File: src/rtl/pipe_stage_pkg.sv
// Shared types and default widths for the elastic pipeline stage register.
package pipe_stage_pkg;
  localparam int DEF_DATA_W = 101;
  localparam int DEF_CTRL_W = 3;
  localparam int DEF_CNT_W  = 16;

  typedef enum logic [1:0] {ST_EMPTY, ST_ONE, ST_TWO} state_t;
endpackage

File: src/rtl/pipe_stage_reg_slot.sv
// One storage slot: valid + payload + control, with load and kill.
// Kill wins over load so a flush always empties the slot.
module pipe_slot
  import pipe_stage_pkg::*;
#(
  parameter int DATA_W = DEF_DATA_W,
  parameter int CTRL_W = DEF_CTRL_W
) (
  input  logic              clk,
  input  logic              CLR,
  input  logic              i_load,
  input  logic              i_kill,
  input  logic [DATA_W-1:0] i_data,
  input  logic [CTRL_W-1:0] i_ctrl,
  output logic              o_valid,
  output logic [DATA_W-1:0] o_data,
  output logic [CTRL_W-1:0] o_ctrl
);
  logic              r_valid;
  logic [DATA_W-1:0] r_data;
  logic [CTRL_W-1:0] r_ctrl;

  always_ff @(posedge clk) begin
    if (CLR) begin
      r_valid <= 1'b0;
      r_data  <= '0;
      r_ctrl  <= '0;
    end else if (i_kill) begin
      r_valid <= 1'b0;
    end else if (i_load) begin
      r_valid <= 1'b1;
      r_data  <= i_data;
      r_ctrl  <= i_ctrl;
    end
  end

  assign o_valid = r_valid;
  assign o_data  = r_data;
  assign o_ctrl  = r_ctrl;
endmodule

File: src/rtl/pipe_stage_reg.sv
// Elastic interstage register with bubble gating, flush and stall counter.
// PIPE_STAGE_SKID_EN selects the two-slot skid version with registered in_ready.
module pipe_stage_reg
  import pipe_stage_pkg::*;
#(
  parameter int DATA_W = DEF_DATA_W,
  parameter int CTRL_W = DEF_CTRL_W,
  parameter int CNT_W  = DEF_CNT_W
) (
  input  logic              clk,
  input  logic              CLR,
  input  logic              FLUSH,
  input  logic              in_valid,
  output logic              in_ready,
  input  logic [DATA_W-1:0] in_data,
  input  logic [CTRL_W-1:0] in_ctrl,
  output logic              out_valid,
  input  logic              out_ready,
  output logic [DATA_W-1:0] out_data,
  output logic [CTRL_W-1:0] out_ctrl,
  output logic [CNT_W-1:0]  stall_cnt
);
  state_t              r_state, w_state_nxt;
  logic                w_in_xfer, w_out_xfer;
  logic                w_m_load, w_m_kill;
  logic [DATA_W-1:0]   w_m_din;
  logic [CTRL_W-1:0]   w_m_cin;
  logic                w_m_valid;
  logic [DATA_W-1:0]   w_m_data;
  logic [CTRL_W-1:0]   w_m_ctrl;
  logic [CNT_W-1:0]    r_stall_cnt;

  assign w_in_xfer  = in_valid && in_ready;
  assign w_out_xfer = w_m_valid && out_ready;

  always_ff @(posedge clk) begin
    if (CLR) r_state <= ST_EMPTY;
    else     r_state <= w_state_nxt;
  end

`ifdef PIPE_STAGE_SKID_EN
  logic              w_s_load, w_s_kill, w_s_valid, w_sel_s;
  logic [DATA_W-1:0] w_s_data;
  logic [CTRL_W-1:0] w_s_ctrl;
  logic              r_in_ready;

  always_comb begin
    w_state_nxt = r_state;
    if (FLUSH) w_state_nxt = ST_EMPTY;
    else begin
      case (r_state)
        ST_EMPTY: if (w_in_xfer) w_state_nxt = ST_ONE;
        ST_ONE: begin
          if (w_in_xfer && !w_out_xfer)      w_state_nxt = ST_TWO;
          else if (!w_in_xfer && w_out_xfer) w_state_nxt = ST_EMPTY;
        end
        ST_TWO:   if (w_out_xfer) w_state_nxt = ST_ONE;
        default:  w_state_nxt = ST_EMPTY;
      endcase
    end
  end

  always_comb begin
    w_m_load = 1'b0;
    w_m_kill = 1'b0;
    w_s_load = 1'b0;
    w_s_kill = 1'b0;
    w_sel_s  = 1'b0;
    if (FLUSH) begin
      w_m_kill = 1'b1;
      w_s_kill = 1'b1;
    end else begin
      case (r_state)
        ST_EMPTY: w_m_load = w_in_xfer;
        ST_ONE: begin
          if (w_in_xfer && w_out_xfer) w_m_load = 1'b1;
          else if (w_in_xfer)          w_s_load = 1'b1;
          else if (w_out_xfer)         w_m_kill = 1'b1;
        end
        ST_TWO: if (w_out_xfer && w_s_valid) begin
          w_m_load = 1'b1;
          w_sel_s  = 1'b1;
          w_s_kill = 1'b1;
        end
        default: ;
      endcase
    end
  end

  assign w_m_din = w_sel_s ? w_s_data : in_data;
  assign w_m_cin = w_sel_s ? w_s_ctrl : in_ctrl;

  pipe_slot #(.DATA_W(DATA_W), .CTRL_W(CTRL_W)) u_s (
    .clk(clk), .CLR(CLR), .i_load(w_s_load), .i_kill(w_s_kill),
    .i_data(in_data), .i_ctrl(in_ctrl),
    .o_valid(w_s_valid), .o_data(w_s_data), .o_ctrl(w_s_ctrl)
  );

  // Held at 1 through CLR and gated so the first cycle after release accepts.
  always_ff @(posedge clk) begin
    if (CLR) r_in_ready <= 1'b1;
    else     r_in_ready <= (w_state_nxt != ST_TWO);
  end

  assign in_ready = r_in_ready && !CLR;
`else
  always_comb begin
    w_state_nxt = r_state;
    if (FLUSH) w_state_nxt = ST_EMPTY;
    else begin
      case (r_state)
        ST_EMPTY: if (w_in_xfer) w_state_nxt = ST_ONE;
        ST_ONE:   if (!w_in_xfer && w_out_xfer) w_state_nxt = ST_EMPTY;
        default:  w_state_nxt = ST_EMPTY;
      endcase
    end
  end

  always_comb begin
    w_m_load = 1'b0;
    w_m_kill = 1'b0;
    if (FLUSH)           w_m_kill = 1'b1;
    else if (w_in_xfer)  w_m_load = 1'b1;
    else if (w_out_xfer) w_m_kill = 1'b1;
  end

  assign w_m_din  = in_data;
  assign w_m_cin  = in_ctrl;
  assign in_ready = !CLR && ((r_state == ST_EMPTY) || out_ready);
`endif

  pipe_slot #(.DATA_W(DATA_W), .CTRL_W(CTRL_W)) u_m (
    .clk(clk), .CLR(CLR), .i_load(w_m_load), .i_kill(w_m_kill),
    .i_data(w_m_din), .i_ctrl(w_m_cin),
    .o_valid(w_m_valid), .o_data(w_m_data), .o_ctrl(w_m_ctrl)
  );

  always_ff @(posedge clk) begin
    if (CLR)
      r_stall_cnt <= '0;
    else if (w_m_valid && !out_ready && (r_stall_cnt != {CNT_W{1'b1}}))
      r_stall_cnt <= r_stall_cnt + 1'b1;
  end

  assign out_valid = w_m_valid;
  assign out_data  = w_m_data;
  assign out_ctrl  = w_m_valid ? w_m_ctrl : '0;
  assign stall_cnt = r_stall_cnt;
endmodule
File: config.mk
export PLATFORM = sky130hd
export DESIGN_NAME = pipe_stage_reg
export DESIGN_NICKNAME = d
export VERILOG_FILES = /design/src/rtl/pipe_stage_pkg.sv /design/src/rtl/pipe_stage_reg_slot.sv /design/src/rtl/pipe_stage_reg.sv
export SDC_FILE = /design/constraint.sdc
export NUM_CORES = 1
export LEC_CHECK = 0
export CORE_UTILIZATION = 43
export DETAILED_ROUTE_END_ITERATION = 8
export PLACE_DENSITY = 0.94
export SYNTH_ARGS = -nofsm -noshare
export SYNTH_HDL_FRONTEND = slang
export SYNTH_SLANG_ARGS = --single-unit
File: constraint.sdc
create_clock -name clk -period 3.05 [get_ports clk]
set_input_delay 0.4575 -clock clk [delete_from_list [all_inputs] [get_ports clk]]
set_output_delay 0.4575 -clock clk [all_outputs]
set_load 0.05 [all_outputs]
Yosys cells after proc, flatten, opt, wreduce, memory -nomap -nowiden
Index checks and enable logic that the tools add are counted.
W data, S select, Z words.
{"block": "word_totals", "in_bits": 109, "regBits": 123}
{"block": "op_classes", "n_mux": 9, "n_bitwise": 1, "n_addsub": 1, "reduce_logical": 15, "eq_ne": 4}
{"op": "$add A16 B1 Y16 const B", "n": 1}
{"op": "$ne A16 B16 Y1 const B", "n": 1}
{"op": "$logic_and A1 B1 Y1", "n": 6}
{"op": "$mux W1", "n": 5}
{"op": "$mux W2", "n": 2}
{"op": "$ne A2 B2 Y1 const B", "n": 2}
{"op": "$pmux W2 S2", "n": 1}
{"op": "$reduce_and A2 Y1", "n": 2}
{"op": "$reduce_or A2 Y1", "n": 2}
{"op": "$logic_not A1 Y1", "n": 3}
{"op": "$mux W3", "n": 1}
{"op": "$eq A2 B1 Y1 const B", "n": 1}
{"op": "$logic_not A2 Y1", "n": 1}
{"op": "$logic_or A1 B1 Y1", "n": 1}
{"op": "$not A1 Y1", "n": 1}

Longest topological paths before layout
Gate-level depths: netlist of the first run.
{"block": "depth", "word_depth": 8, "ltp_mapped": 8, "mapped_depth_nobuf": 6}

Hierarchy
From an unflattened synthesis of the first run, not the netlist that was laid out.
{"block": "unflattened", "hier_cells": 586, "area_unflattened_um2": 5654.2}
{"module": "pipe_slot", "area_each_um2": 4739.5, "seq_area_each_um2": 2102.0, "cells_each": 476, "instances": 1}
{"module": "pipe_stage_reg", "area_each_um2": 914.6, "seq_area_each_um2": 340.3, "cells_each": 110, "instances": 1}

Worst setup path after synthesis of the first run
OpenSTA, ideal clock, no wires.
{"block": "synth_timing", "path_type": "in2out", "from": "input port CLR", "to": "output port in_ready", "t_arrival_ps": 1598, "n_path_buf": 2, "required_ps": 2592, "path_stages": 3, "setup_slack_ps": 994, "path_cell_list": "clkbuf_1 clkbuf_1 a21oi_1"}
{"block": "synth_between", "elab_chain_len": 2}
{"element": "start, declared", "line_no": "pipe_stage_reg.sv:11", "text": "input logic CLR,"}
{"element": "$logic_not A1 Y1", "line_no": "pipe_stage_reg.sv:129", "text": "assign in_ready = !CLR && ((r_state == ST_EMPTY) || out_ready);"}
{"element": "$logic_and A1 B1 Y1", "line_no": "pipe_stage_reg.sv:129"}
{"element": "end, declared", "line_no": "pipe_stage_reg.sv:14", "text": "output logic in_ready,"}
No other way between the ends.

Final worst setup path of the first run
{"block": "layout_timing", "from": "input port out_ready", "to": "output port in_ready"}
{"block": "layout_between", "elab_chain_len": 2}
{"element": "start, declared", "line_no": "pipe_stage_reg.sv:18", "text": "input logic out_ready,"}
{"element": "$logic_or A1 B1 Y1", "line_no": "pipe_stage_reg.sv:129"}
{"element": "$logic_and A1 B1 Y1", "line_no": "pipe_stage_reg.sv:129"}
No other way between the ends.

==> metrics.md, run 1 <==
| Metric | Value |
|---|---|
| Status | `finished clean` |
| R2R setup slack | `1.20 ns` |
| Vias/cell | `5.06` |
| Crit path required time | `2.59 ns` |
| Commonest cells after routing, fill and taps aside | `clkdlybuf4s50_1, nand2_1, dfxtp_1` |
| Final core occ | `72.5%` |
| FF+latch count, synth | `122` |
| Slew @ Worst Pin | `0.843 ns` |
| Synth Cell Area | `4510 um^2` |
| HP Class | `primary input to flip-flop` |
| Distinct cells, synth | `38` |
| TritonRoute pass-1 iters | `4` |
| GR Overflow Total | `0` |
| Clk Latency, worst-skew pair | `0.50 ns` |
| Initial antenna violation count | `0` |
| Footprint of the multi-input gates | `1890 um^2` |
| Core ar. | `10200 um^2` |
| Clock root buffer | `clkbuf_8` |
| Final setup TNS | `0 ns` |
| CTS tree | `built` |
| Nets | `880` |
| Post-synth EDFFs | `0` |
| CP Launch Type | `primary input` |
| Syn_nets | `663` |
| H-tree depth | `4` |
| Post-route DRC | `0` |
| WS Path Type | `primary input to output pin` |
| Share of cells above drive strength 1 | `6.65%` |
| Fin. Hold Viols | `0` |
| Initial core utilization | `44.1%` |
| Crit path DAT | `2.05 ns` |
| Site Rows | `37` |
| I/O Buffers | `230` |
| Register area | `2440 um^2` |
| WHS Path Cells | `2` |
| Ratio of final minimum period to clock period | `82.3%` |
| Worst reg2reg path depth | `6` |
| P_leak | `2.60 nW` |
| GPL Wtd Cong | `0.817` |
| Max-Cap Viols | `0` |
| CTS buffer count | `17` |
| # clock sinks | `122` |
| Relative slew margins | `43.8%` |
| Avg Cell Area, Syn | `8.15 um^2` |
| Pwr Density | `547 nW/um^2` |
| Number of global-route vias before repair | `4709` |
| CP Max Fanout | `5` |
| Async set or reset register ratio after synthesis | `0%` |
| DR iter-0 viols | `331` |
| Die X-Extent | `104 um` |
| Setup Fix Bufs, Post-CTS | `0` |
| Slew Viols, Final | `0` |
| Post-CTS sizing | `0` |
| Largest net degree at the start of global routing | `82` |
| Sequential element share of the synthesized area | `54.2%` |
| Element type at the critical path end | `output pin` |
| Antenna cells | `0` |
| Most common cell after layout, fill and taps aside | `clkdlybuf4s50_1` |
| Final wirelength | `13700 um` |
| Final min period | `2.51 ns` |
| Layout filler cell count | `735` |
| Total number of vias | `4644` |
| WL/cell | `14.9 um` |
| Most used DFF post-synth | `dfxtp_1` |
| Total track usage | `25.4%` |
| RSZ-0062 raised after global routing | `false` |
| Die area | `10900 um^2` |
| Synth Instances | `553` |
| Area added between synthesis and finish | `64.7%` |
| Clock Skews | `0.00713 ns` |
| Post-detail-place hpwl | `9570 um` |
| VDD IR max | `0.350 mV` |
| Synth Warn # | `0` |
| Post-route ant nets | `0` |
| # IOs | `231` |
| Clock Path Buffers | `2` |
| Fmax | `398 MHz` |
| Final count of negative-setup-slack endpoints | `0` |
| Chip height | `104 um` |
| First-pass GRT wire length | `22200 um` |
| Post-CTS Hold Buffers | `0` |
| Clock-pin transition on the worst setup and hold timing paths | `0.06 ns` |
[Yosys cell counts (4+ instances only)]
master      n  area share (%)
dfxtp_1   122              54
nand2_1   215              18
buf_4       5            0.83
a21oi_1   111              12
buf_2      10             1.1
nor2_1     11            0.92
xor2_1      7             1.4
or3_1       4            0.56
clkbuf_1   21             1.7
[kinds of logic (layout without fill, tap and decap cells)]
kind of cell	count (synthesis)	after routing	share of synthesized area, %
flops	122	122	54.2
fa+ha+maj	1	1	0.278
buf+inv	40	269	4.14
compound gates	125	125	15.4
simple gates	254	254	23.8
mux	1	1	0.222
xor+xnor	10	10	1.94
[power breakdown]
part	leakage (nW)	internal (mW)	switching, mW
Clock	0.263	1.18	0.694
Sequential	0.990	1.64	0.0249
Combinational	1.34	0.229	0.295
Total	2.60	3.05	1.01
[layer usage]
metal | global-route usage, % | wire [um]
met5 | 0 | 0
met3 | 8.90 | 1060
met4 | 10.9 | 376
met1 | 27.1 | 5240
met2 | 45.2 | 7040
[critical path, cell delays in order]
cell	delay (ns)
clkdlybuf4s50_1	0.53
inv_1	0.08
a21oi_1	0.16
clkdlybuf4s50_1	0.82
[path summary, 6_finish.rpt]
kind,startpoint,end
setup / recovery,out_ready,in_ready
hold / removal,CLR,stall_cnt[2]
setup reg to reg,stall_cnt[0],stall_cnt[14]
hold reg to reg,u_m.o_data[67],u_m.o_data[67]
[registers in the layout, summed over array words and instances, names as in the netlist]
register,count
u_m.o_data,101
u_m.o_ctrl,3
stall_cnt,16
u_m.o_valid,1
r_state,1
[per-stage QoR]
stage | worst slack [ns] | power, mW | hold slack (ns) | std cells | cell area, um^2
floorplan | 0.994 | 1.96 | 0.432 | 553 | 4510
global placement | 0.573 | 2.21 | 0.438 | 887 | 6860
detailed placement | 0.536 | 2.22 | 0.443 | 887 | 6860
CTS | 0.533 | 4.09 | 0.383 | 918 | 7420
global route | 0.498 | 4.21 | 0.384 | 918 | 7420
finish | 0.540 | 4.06 | 0.402 | 918 | 7420
[cell type report]
type / count / area share, %
Clock buffer: 20 / 5.87
Sequential cell: 122 / 32.9
Inverter: 3 / 0.152
Clock inverter: 11 / 1.65
Multi-Input combinational cell: 391 / 25.5
Timing Repair Buffer: 235 / 31.7
Tap cell: 136 / 2.29
Power figures use the tool's default switching activity.
==> run 2, diff against run 1 <==
- CORE_UTILIZATION: 43 -> 40
- PLACE_DENSITY: 0.94 -> 0.89
- clock period: 3.05 -> 2.6 ns (I/O delays scaled with it)
==> run 2 against run 1 <==
  * Sequential power increased by 17%
  * Critical endpoint is now out_ctrl[0]
  * Register-to-register slack got worse by 0.42 ns
  * Critical path type is now flip-flop to output pin
  * Clock skew barely moved
  * Clock power grew 17%
==> metrics.md, run 2 (synthesis gave the netlist of run 1 again) <==
| Metric | Value |
|---|---|
| Status | `finished clean` |
| Most common cell after layout, fill and taps aside | `clkdlybuf4s50_1` |
| HP Class | `primary input to flip-flop` |
| Largest net degree at the start of global routing | `78 (-4.9%)` |
| Worst Setup SP | `u_m.o_valid` |
| Core ar. | `10900 um^2 (+6.4%)` |
| Final setup TNS | `0 ns (unchanged)` |
| CTS buffer count | `17 (unchanged)` |
| Site Rows | `38 (+2.7%)` |
| GPL Wtd Cong | `0.830 (+1.6%)` |
| # clock sinks | `122 (unchanged)` |
| RSZ-0062 raised after global routing | `false` |
| RR Startpoint | `stall_cnt[0]` |
| VDD IR max | `0.308 mV (-12%)` |
| Die area | `11700 um^2 (+7.4%)` |
| Commonest cells after routing, fill and taps aside | `clkdlybuf4s50_1, nand2_1, dfxtp_1` |
| Cells after DPL | `891 (+0.45%)` |
| Relative slew margins | `47.2% (+3.4 points)` |
| Clock root buffer | `clkbuf_8` |
| First-pass GRT wire length | `19700 um (-11%)` |
| Final core occ | `68.2% (-4.3 points)` |
| WHS | `0.337 ns (-0.0642 ns)` |
| P_leak | `2.61 nW (+0.33%)` |
| CP Launch Type | `flip-flop` |
| # IOs | `231 (unchanged)` |
| Vias/cell | `4.92 (-2.7%)` |
| Internal | `3.60 mW (+18%)` |
| TritonRoute pass-1 iters | `4 (unchanged)` |
| Fin. Hold Viols | `0 (unchanged)` |
| Final count of negative-setup-slack endpoints | `0 (unchanged)` |
| Setup WS post-layout | `0.243 ns (-0.297 ns)` |
| Ratio of final minimum period to clock period | `90.6%` |
| Clock Skews | `0.00737 ns (+0.000241 ns)` |
| CTS tree | `built` |
| Element type at the critical path end | `output pin` |
| WL/cell | `13.8 um (-7.7%)` |
| Placed instance area | `6880 um^2 (+0.22%)` |
| Layout filler cell count | `794 (+8.0%)` |
| Switching Power | `1.15 mW (+13%)` |
| Area added between synthesis and finish | `64.9%` |
| Fmax | `424 MHz` |
| Max-Cap Viols | `0 (unchanged)` |
| Final wirelength | `12700 um (-7.3%)` |
| Sequential power share | `41.2% (+0.2 points)` |
| Sw Ratio | `24.2% (-0.77 points)` |
| Final instance area | `7430 um^2 (+0.12%)` |
| Clock-pin transition on the worst setup and hold timing paths | `0.05 ns (about the same)` |
| Max FFs per register | `101 (unchanged)` |
| I/O Buffers | `230 (unchanged)` |
| Post-route ant nets | `0 (unchanged)` |
| Post-detail-place hpwl | `8950 um (-6.5%)` |
| Number of global-route vias before repair | `4333 (-8.0%)` |
| Final min period | `2.36 ns` |
| Total power | `4.74 mW (+17%)` |
| DR iter-0 viols | `297 (-10%)` |
| Crit path DAT | `1.97 ns (-0.08 ns)` |
| Chip height | `108 um (+3.6%)` |
| Clk network pwr share | `45.9% (-0.2 points)` |
| Crit path required time | `2.21 ns (-0.38 ns)` |
| Initial core utilization | `41.4% (-2.7 points)` |
| Post-CTS sizing | `0 (unchanged)` |
| Pwr Density | `638 nW/um^2 (+17%)` |
| Post-CTS Hold Buffers | `0 (unchanged)` |
| Total track usage | `21.5% (-3.9 points)` |
| CP Max Fanout | `8 (+3)` |
| Slew @ Worst Pin | `0.791 ns (-0.0514 ns)` |
| Clock Path Buffers | `2 (unchanged)` |
| Share of cells above drive strength 1 | `6.52% (-0.13 points)` |
| Initial antenna violation count | `0 (unchanged)` |
| DP Worst Slack | `0.445 ns (-0.0911 ns)` |
| Die X-Extent | `108 um (+3.6%)` |
| Total number of vias | `4537 (-2.3%)` |
| Slew Viols, Final | `0 (unchanged)` |
| Post-route DRC | `0 (unchanged)` |
| Logic gate share of total power | `12.8% (about the same)` |
| Clk Latency, worst-skew pair | `0.50 ns (about the same)` |
| Post-Layout Cell Count | `922 (+0.44%)` |
| Nets | `880 (unchanged)` |
| Worst hold start | `CLR` |
| WS Path Type | `flip-flop to output pin` |
| H-tree depth | `4 (unchanged)` |
| Antenna cells | `0 (unchanged)` |
| Setup Fix Bufs, Post-CTS | `0 (unchanged)` |
| GR Overflow Total | `0 (unchanged)` |
[run 2: cell types whose count changed in the layout (fill, tap and decap cells not counted)]
cell             delta
inv_6               -1
clkinv_2            +1
clkinv_4            -1
clkbuf_1            +2
clkinvlp_4          -2
buf_12              +1
clkbuf_8            +1
clkdlybuf4s50_1     -1
[run 2: routing by layer]
layer  GRT usage [%]  wire length (um)
met1            22.8              4940
met2            37.6              6260
met3            8.62              1280
met4            9.20               234
met5               0                 0
[run 2: final timing paths]
path,end,slack (ns),cells past startpoint
setup / recovery,out_ctrl[0],0.24,2
setup reg to reg,stall_cnt[14],0.78,6
hold reg to reg,u_m.o_ctrl[1],0.45,2
hold / removal,stall_cnt[2],0.34,2
[run 2: area by class of cell]
class                      instances  area [um^2]  area share [%]
clock inverter                     8         95.1            1.28
inverter                           3         11.3           0.152
clock buffer                      23          457            6.15
timing repair buffer             235         2360            31.8
sequential                       122         2440            32.9
tap                              140          175            2.36
multi-input combinational        391         1890            25.4
[run 2: power groups by stage]
stage,Clock [mW],Combinational (mW),Sequential (mW)
after floorplan,0,0.132,2.17
final,2.18,0.609,1.96
after global routing,2.32,0.643,1.96
after CTS,2.23,0.611,1.95
after detailed placement,0,0.608,1.99
after global placement,0,0.600,1.99
[run 2: critical path, stage by stage, from the launching register on]
cell and delay [ns]:
dfxtp_1 0.47, and2_1 0.19, clkdlybuf4s50_1 0.80
==> run 3, diff against run 2 <==
- CORE_ASPECT_RATIO: unset -> 1.25
==> run 3 against run 2 <==
  * Core utilization is 1.4 points higher
  * Critical path depth stayed put
  * Sequential share of layout area is 0.30 points lower
  * Largest power group unchanged
==> metrics.md, run 3 (synthesis gave the netlist of run 1 again) <==
| Metric | Value |
|---|---|
| Crit path required time | `2.21 ns (about the same)` |
| CTS tree | `built` |
| Final instance area | `7500 um^2 (+0.91%)` |
| H-tree depth | `4 (unchanged)` |
| Slew Viols, Final | `0 (unchanged)` |
| Slew @ Worst Pin | `0.864 ns (+0.0724 ns)` |
| Post-CTS sizing | `0 (unchanged)` |
| CTS buffer count | `17 (unchanged)` |
| Ratio of final minimum period to clock period | `87.8% (-2.8 points)` |
| WS Path Type | `flip-flop to output pin` |
| Core ar. | `10800 um^2 (-1.1%)` |
| Nets | `880 (unchanged)` |
| Post-detail-place hpwl | `9450 um (+5.6%)` |
| WL/cell | `14.7 um (+6.5%)` |
| CP Launch Type | `flip-flop` |
| Relative slew margins | `42.4% (-4.8 points)` |
| Fmax | `438 MHz (+3.2%)` |
| CP Max Fanout | `8 (unchanged)` |
| I/O Buffers | `230 (unchanged)` |
| Pwr Density | `670 nW/um^2 (+4.9%)` |
| Post-route ant nets | `0 (unchanged)` |
| Site Rows | `42 (+11%)` |
| Most common cell after layout, fill and taps aside | `clkdlybuf4s50_1` |
| Post-route DRC | `0 (unchanged)` |
| Final min period | `2.28 ns (-0.0731 ns)` |
| Total number of vias | `4594 (+1.3%)` |
| Commonest cells after routing, fill and taps aside | `clkdlybuf4s50_1, nand2_1, dfxtp_1` |
| Placed instance area | `6880 um^2 (about the same)` |
| Total power | `5.02 mW (+5.9%)` |
| Clock-pin transition on the worst setup and hold timing paths | `0.05 ns (about the same)` |
| VDD IR max | `0.411 mV (+33%)` |
| Vias/cell | `5.03 (+2.3%)` |
| Initial core utilization | `41.8% (+0.44 points)` |
| Clock Skews | `0.00534 ns (-0.00203 ns)` |
| Initial antenna violation count | `0 (unchanged)` |
| Clock root buffer | `clkbuf_16` |
| WHS | `0.406 ns (+0.0690 ns)` |
| DR iter-0 viols | `157 (-47%)` |
| Final count of negative-setup-slack endpoints | `0 (unchanged)` |
| Max-Cap Viols | `0 (unchanged)` |
| GPL Wtd Cong | `0.881 (+6.2%)` |
| Chip height | `121 um (+12%)` |
| GR Overflow Total | `0 (unchanged)` |
| TritonRoute pass-1 iters | `4 (unchanged)` |
| Antenna cells | `0 (unchanged)` |
| First-pass GRT wire length | `21400 um (+8.4%)` |
| # clock sinks | `122 (unchanged)` |
| P_leak | `2.65 nW (+1.5%)` |
| Status | `finished clean` |
| Die X-Extent | `96.9 um (-10%)` |
| R2R setup slack | `0.78 ns (about the same)` |
| Share of cells above drive strength 1 | `6.66% (+0.14 points)` |
| RSZ-0062 raised after global routing | `false` |
| # IOs | `231 (unchanged)` |
| Clock Path Buffers | `2 (unchanged)` |
| Total track usage | `23.0% (+1.5 points)` |
| Die area | `11700 um^2 (about the same)` |
| Element type at the critical path end | `output pin` |
| Final setup TNS | `0 ns (unchanged)` |
| Clk Latency, worst-skew pair | `0.40 ns (-0.10 ns)` |
| Area added between synthesis and finish | `66.4%` |
| Max FFs per register | `101 (unchanged)` |
| Number of global-route vias before repair | `4469 (+3.1%)` |
| Crit path DAT | `1.89 ns (-0.08 ns)` |
| Setup Fix Bufs, Post-CTS | `0 (unchanged)` |
| HP Class | `primary input to flip-flop` |
| Final wirelength | `13400 um (+5.4%)` |
| Fin. Hold Viols | `0 (unchanged)` |
| Largest net degree at the start of global routing | `87 (+12%)` |
| Post-CTS Hold Buffers | `0 (unchanged)` |
run 3: worst max-delay path: stages, from the launching register on:
cell and delay, ns:
dfxtp_1 0.48, and2_1 0.19, clkdlybuf4s50_1 0.82
run 3: layout make-up:
type	count	area, um^2
Fill cell	790	3280
Inverter	3	11.3
Clock buffer	22	474
Clock inverter	8	143
Tap cell	132	165
Sequential cell	122	2440
Timing Repair Buffer	235	2370
Multi-Input combinational cell	391	1890
run 3: path summary, 6_finish.rpt:
kind,start,endpoint,cells after the start
worst min register to register,u_m.o_data[70],u_m.o_data[70],2
worst min-delay path,CLR,stall_cnt[10],2
worst max register to register,stall_cnt[0],stall_cnt[14],6
worst max-delay path,u_m.o_valid,out_ctrl[1],2
run 3: per-stage QoR:
step	setup slack [ns]	cells	utilization [%]
4_1_cts	0.301	913	69.6
2_1_floorplan	0.568	553	-
3_5_place_dp	0.386	883	63.9
6_report	0.316	913	69.6
5_1_grt	0.237	913	69.6
3_3_place_gp	0.466	883	63.9
run 3: layer usage:
metal	share of wire (%)	vias to the layer above	wire [um]	track usage, %
met5	0	-	0	0
met4	3.8	0	516	14.5
met3	7.0	40	940	7.11
met2	50	235	6770	39.2
met1	39	2079	5180	24.8
li1	-	2240	-	-
run 3: power breakdown:
group          leakage, nW  internal, mW  switching (mW)
Clock                0.302          1.66           0.786
Combinational         1.35         0.271           0.344
Sequential           0.990          1.93          0.0300
Total                 2.65          3.86            1.16
